## src/rtl/apb_pkg.sv

```systemverilog
// Shared types and widths for the APB memory responder.
// Word-aligned byte addressing; one strobe bit per data byte.
package apb_pkg;

  localparam int ADDR_WIDTH = 32;
  localparam int DATA_WIDTH = 32;
  localparam int STRB_SIZE  = DATA_WIDTH / 8;

  typedef enum logic [2:0] {
    IDLE,
    MEMRD,
    MERGE,
    WAIT,
    RESP
  } resp_state_t;

  typedef enum logic [2:0] {
    FULLWR,
    PARTWR,
    NOPWR,
    RD,
    ERR
  } xfer_kind_t;

  // An illegal address wins over everything; a write with no strobes touches nothing.
  function automatic xfer_kind_t classify(logic bad_addr, logic write,
                                          logic [STRB_SIZE-1:0] strobe);
    if (bad_addr)       return ERR;
    else if (!write)    return RD;
    else if (&strobe)   return FULLWR;
    else if (strobe == '0) return NOPWR;
    else                return PARTWR;
  endfunction

endpackage

```

## src/rtl/apb_strb_merge.sv

```systemverilog
// Byte-lane merge: strobed lanes take write data, the rest keep memory contents.
module apb_strb_merge
  import apb_pkg::*;
(
  input  logic [STRB_SIZE-1:0]  strobe,
  input  logic [DATA_WIDTH-1:0] wdata,
  input  logic [DATA_WIDTH-1:0] old_data,
  output logic [DATA_WIDTH-1:0] merged
);

  for (genvar i = 0; i < STRB_SIZE; i++) begin : g_lane
    assign merged[8*i +: 8] = strobe[i] ? wdata[8*i +: 8] : old_data[8*i +: 8];
  end

endmodule

```

## src/rtl/apb_mem_responder.sv

```systemverilog
// APB responder onto a single-port synchronous memory, with read-modify-write
// for partial strobes, programmable wait states and error responses.
module apb_mem_responder
  import apb_pkg::*;
#(
  parameter int MEM_DEPTH   = 256,
  parameter int WAIT_STATES = 0
) (
  input  logic                  clk,
  input  logic                  rst_n,
  input  logic                  sel,
  input  logic                  enable,
  input  logic                  write,
  input  logic [STRB_SIZE-1:0]  strobe,
  input  logic [ADDR_WIDTH-1:0] addr,
  input  logic [DATA_WIDTH-1:0] wdata,
  output logic                  ready,
  output logic                  slverr,
  output logic [DATA_WIDTH-1:0] rdata,
  output logic                  mem_wr,
  output logic [ADDR_WIDTH-1:0] mem_address,
  output logic [DATA_WIDTH-1:0] mem_data_in,
  input  logic [DATA_WIDTH-1:0] mem_data_out
);

  localparam int              LSB        = $clog2(STRB_SIZE);
  localparam logic [ADDR_WIDTH:0] ADDR_LIMIT = (ADDR_WIDTH+1)'(MEM_DEPTH * STRB_SIZE);
  localparam bit              NO_WAIT    = (WAIT_STATES == 0);
  localparam logic [3:0]      WAIT_INIT  = NO_WAIT ? 4'd0 : 4'(WAIT_STATES - 1);

  resp_state_t           state, state_d;
  xfer_kind_t            kind, kind_d;
  logic [3:0]            cnt, cnt_d;
  logic                  rd_2nd, rd_2nd_d;
  logic                  cap_write, cap_write_d;
  logic [STRB_SIZE-1:0]  cap_strobe, cap_strobe_d;
  logic [DATA_WIDTH-1:0] cap_wdata, cap_wdata_d;
  logic [DATA_WIDTH-1:0] rd_buf, rd_buf_d;
  logic                  ready_d, slverr_d, mem_wr_d;
  logic [DATA_WIDTH-1:0] rdata_d, mem_data_in_d, merged;
  logic [ADDR_WIDTH-1:0] mem_address_d;
  logic                  bad_addr, go_done;

  assign bad_addr = (addr[LSB-1:0] != '0) || ({1'b0, addr} >= ADDR_LIMIT);

  apb_strb_merge u_merge (
    .strobe   (cap_strobe),
    .wdata    (cap_wdata),
    .old_data (mem_data_out),
    .merged   (merged)
  );

  always_comb begin
    state_d       = state;
    kind_d        = kind;
    cnt_d         = cnt;
    rd_2nd_d      = 1'b0;
    cap_write_d   = cap_write;
    cap_strobe_d  = cap_strobe;
    cap_wdata_d   = cap_wdata;
    rd_buf_d      = rd_buf;
    mem_wr_d      = 1'b0;
    mem_address_d = mem_address;
    mem_data_in_d = mem_data_in;
    rdata_d       = rdata;
    go_done       = 1'b0;

    case (state)
      IDLE: begin
        if (sel && !enable) begin
          kind_d       = classify(bad_addr, write, strobe);
          cap_write_d  = write;
          cap_strobe_d = strobe;
          cap_wdata_d  = wdata;
          case (kind_d)
            FULLWR: begin
              mem_wr_d      = 1'b1;
              mem_address_d = addr;
              mem_data_in_d = wdata;
              go_done       = 1'b1;
            end
            RD, PARTWR: begin
              mem_address_d = addr;
              state_d       = MEMRD;
            end
            default: go_done = 1'b1;
          endcase
        end
      end
      // Memory data arrives the cycle after the address: a read spends two cycles
      // here, a partial write moves on to merge while that data is on the bus.
      MEMRD: begin
        if (!sel)                 state_d = IDLE;
        else if (kind == PARTWR)  state_d = MERGE;
        else if (!rd_2nd)         rd_2nd_d = 1'b1;
        else begin
          rd_buf_d = mem_data_out;
          go_done  = 1'b1;
        end
      end
      MERGE: begin
        if (!sel) state_d = IDLE;
        else begin
          mem_wr_d      = 1'b1;
          mem_data_in_d = merged;
          go_done       = 1'b1;
        end
      end
      WAIT: begin
        if (!sel)            state_d = IDLE;
        else if (cnt == '0)  state_d = RESP;
        else                 cnt_d   = cnt - 4'd1;
      end
      default: state_d = IDLE;
    endcase

    if (go_done) begin
      state_d = NO_WAIT ? RESP : WAIT;
      cnt_d   = WAIT_INIT;
    end

    ready_d  = (state_d == RESP);
    slverr_d = ready_d && (kind_d == ERR);
    if (ready_d) begin
      if (kind_d == ERR && !cap_write_d) rdata_d = '0;
      else if (kind_d == RD)             rdata_d = rd_buf_d;
    end
  end

  always_ff @(posedge clk or negedge rst_n) begin
    if (!rst_n) begin
      state       <= IDLE;
      kind        <= FULLWR;
      cnt         <= '0;
      rd_2nd      <= 1'b0;
      cap_write   <= 1'b0;
      cap_strobe  <= '0;
      cap_wdata   <= '0;
      rd_buf      <= '0;
      ready       <= 1'b0;
      slverr      <= 1'b0;
      rdata       <= '0;
      mem_wr      <= 1'b0;
      mem_address <= '0;
      mem_data_in <= '0;
    end else begin
      state       <= state_d;
      kind        <= kind_d;
      cnt         <= cnt_d;
      rd_2nd      <= rd_2nd_d;
      cap_write   <= cap_write_d;
      cap_strobe  <= cap_strobe_d;
      cap_wdata   <= cap_wdata_d;
      rd_buf      <= rd_buf_d;
      ready       <= ready_d;
      slverr      <= slverr_d;
      rdata       <= rdata_d;
      mem_wr      <= mem_wr_d;
      mem_address <= mem_address_d;
      mem_data_in <= mem_data_in_d;
    end
  end

endmodule

```

## config.mk

```make
export PLATFORM = sky130hd
export DESIGN_NAME = apb_mem_responder
export DESIGN_NICKNAME = d
export VERILOG_FILES = /design/src/rtl/apb_pkg.sv /design/src/rtl/apb_strb_merge.sv /design/src/rtl/apb_mem_responder.sv
export SDC_FILE = /design/constraint.sdc
export NUM_CORES = 1
export LEC_CHECK = 0
export BUFFER_PORTS_ARGS = -buffer_cell sky130_fd_sc_hd__clkbuf_2
export CORE_MARGIN = 5
export CORE_UTILIZATION = 35
export DETAILED_ROUTE_END_ITERATION = 8
export PLACE_DENSITY_LB_ADDON = 0.25
export SETUP_SLACK_MARGIN = 0.15
export SLEW_MARGIN = 20
export SYNTH_ARGS = -nofsm -noshare
export SYNTH_HDL_FRONTEND = slang
export SYNTH_SLANG_ARGS = --single-unit
```

## constraint.sdc

```tcl
create_clock -name clk -period 4.2 [get_ports clk]
set_clock_uncertainty 0.05 [all_clocks]
set_input_delay 0.84 -clock clk [delete_from_list [all_inputs] [get_ports clk]]
set_output_delay 0.84 -clock clk [all_outputs]
set_load 0.02 [all_outputs]
```

==> qor.yml <==
outcome:
  outcome: "complete, no violations"
route:
  drt_first_pass_iters: 4
  vias: 5063
  drt_iter0_markers: 242
  totalWireLength_mm: 18.4
  wl_per_cell_um: 17.2
  viasPerCell: 4.72
  drtAntennaViolNets: 0
  remaining_drc_errors: 0
placed_design:
  dpl.cell_count: 1040
  port_buffers: 203
  place_congestion: 0.763
  hpwlAfterDp_mm: 13.2
  dpl_worst_slack_ps: 852
global_routing:
  antenna_found_initial: 0
  grt_pass1_vias: 5191
  track_usage_pct: 15.1
  grt_max_degree: 85
  grt_pass1_wl_mm: 29.2
  overflow: 0
logic_synthesis:
  ys_seq_area_share_pct: 58.9
  synth_edf_count: 0
  synth.distinct_cells: 46
  synth_area_um2: 7600
  yosysWarnings: 0
  netlist.top_cell.by_area: "dfrtp_1"
  ys.flop_type: "dfrtp_1"
  ys_ff_latch: 179
  synth_area_per_cell_um2: 13.1
  synth.area.top_cells: "dfrtp_1 (59%), mux2i_1 (8.6%), mux2_2 (7.1%)"
  synth_top_area_share_pct: 58.9
  mappedNetlistNets: 688
  async_flop_share_pct: 100
  synth_cells: 581
clocking:
  clk_latency_ps: 410
  clockBufferDepth: 2
  root_buffer: "clkbuf_16"
  cts_setup_buffers: 0
  clk_pin_slew_ps: 70
  clock_sink_count: 179
  cts_buffers: 17
  cts_tree: "built"
  post_cts_resized: 0
  ctsHtreeMaxLevel: 4
  cts-hold-fix-buffers: 0
final_layout:
  final_common_cell: "clkbuf_2"
  num-nets-final: 886
  areaGrowthSynthToFinish_pct: 25.6
  num-fill-cells: 2087
  stdcell_count: 1072
  layout-drive-gt1-share_pct: 40.0
  final_cell_mix: "clkbuf_2 (202), dfrtp_1 (179), mux2i_1 (65), mux2_2 (48), nor2_1 (41)"
  antennaDiodeCount: 0
  final_core_util_pct: 44.2
job:
  maxCapViolations: 0
sta:
  relSlewSlack_pct: 45.1
  fin_crit_ps: 2890
  slew_violations: 0
  rsz0062_at_grt: "no"
  finalWorstSetupSlack_ps: 1310
  fin_crit_sh_pct: 68.8
  finalSetupTns_ps: 0
  fmax_ghz: 0.346
  hold_violations: 0
  setup_viol: 0
  tightestPinTransition_ps: 824
floorplanning:
  dieArea_um2: 24800
  coreArea_um2: 21600
  floorplan.initialDensity_pct: 35.2
  num_io_pins: 204
  die_w_um: 157
  row_count: 54
  dieHeight_um: 157
worst_setup_path:
  cp-end-kind: "register"
  crit_start: "addr[17]"
  arrival_ps: 3140
  start_kind: "input pin"
  cp_max_fo: 17
  cp_data_required_time_ps: 4450
  worstSetupPathType: "in -> reg"
  r2r_start: "state[0]"
power_and_ir_drop:
  power_density_nw_per_um2: 408
  leakagePower_nw: 5.30
  finalPower_mw: 3.89
  ir_drop_mv: 0.255
min_path:
  worstHoldPathType: "in -> async"
-- per-stage QoR --
step                      instance area (um2)  hold slack, ps
final                                    9550             422
after floorplan                          7600             401
after global routing                     9550             446
after CTS                                9550             435
after detailed placement                 8910             419
after global placement                   8910             417
-- cell families (layout without fill, tap and decap cells) --
family	after synthesis	after routing	synth area share [%]
compound gates	81	81	8.67
xor+xnor	3	3	0.346
buf+inv	69	280	4.07
simple gates	105	105	7.70
flops	179	179	58.9
mux	142	142	20.0
fa+ha+maj	2	2	0.329
-- synthesized netlist by cell type, types with 4 or more instances --
library cell / instances
a21oi_1: 34
nor4_1: 7
o2bb2ai_1: 22
and2_1: 25
buf_2: 13
mux2_1: 29
nor2_1: 41
nand3_1: 4
nand2_1: 10
o2bb2ai_2: 10
dfrtp_1: 179
inv_1: 36
clkbuf_1: 8
mux2_2: 48
mux2i_1: 65
buf_1: 6
-- sequential cells by signal, summed over array words and instances (netlist names), 3 cells and up --
name and cells:
cap_wdata 32, rdata 32, kind 3, rd_buf 32
mem_address 32, cap_strobe 4, mem_data_in 32, cnt 4
state 3
-- metal layers --
layer | vias up | wire, um | share of wire (%) | GRT usage (%)
li1 | 2424 | - | - | -
met1 | 2507 | 8020 | 44 | 19.8
met2 | 124 | 9370 | 51 | 25.5
met3 | 8 | 885 | 4.8 | 3.66
met4 | 0 | 127 | 0.69 | 3.44
met5 | - | 0 | 0 | 0
-- critical path, cell delays in order --
cell,delay (ps)
clkbuf_2,80
nor4_1,370
nand4_1,280
nor3_2,360
a31o_2,600
buf_12,250
mux2_1,340
-- power by group --
part	internal [mW]	switching (mW)	total (mW)	leakage, nW
Combinational	0.173	0.146	0.319	2.59
Clock	0.976	0.727	1.70	0.306
Sequential	1.80	0.0716	1.87	2.41
Total	2.95	0.944	3.89	5.30
-- area by class of cell --
cell class | count | area [um2] | share of cell area [%]
Multi-Input combinational cell | 333 | 2820 | 29.5
Tap cell | 280 | 350 | 3.67
Clock inverter | 14 | 195 | 2.04
Inverter | 36 | 135 | 1.41
Clock buffer | 18 | 439 | 4.60
Timing Repair Buffer | 212 | 1130 | 11.8
Sequential cell | 179 | 4480 | 46.9
-- worst paths after layout --
| check | end | cells after the start | slack (ps) |
|---|---|---|---|
| worst max-delay path | mem_data_in[29] | 7 | 1310 |
| worst min-delay path | mem_address[5] | 1 | 420 |
| worst max register to register | rdata[0] | 7 | 1370 |
| worst min register to register | rd_buf[22] | 2 | 430 |
| max in group asynchronous | mem_data_in[24] | 2 | 2750 |
| min in group clk | rd_buf[22] | 2 | 430 |
Power figures use the tool's default switching activity.
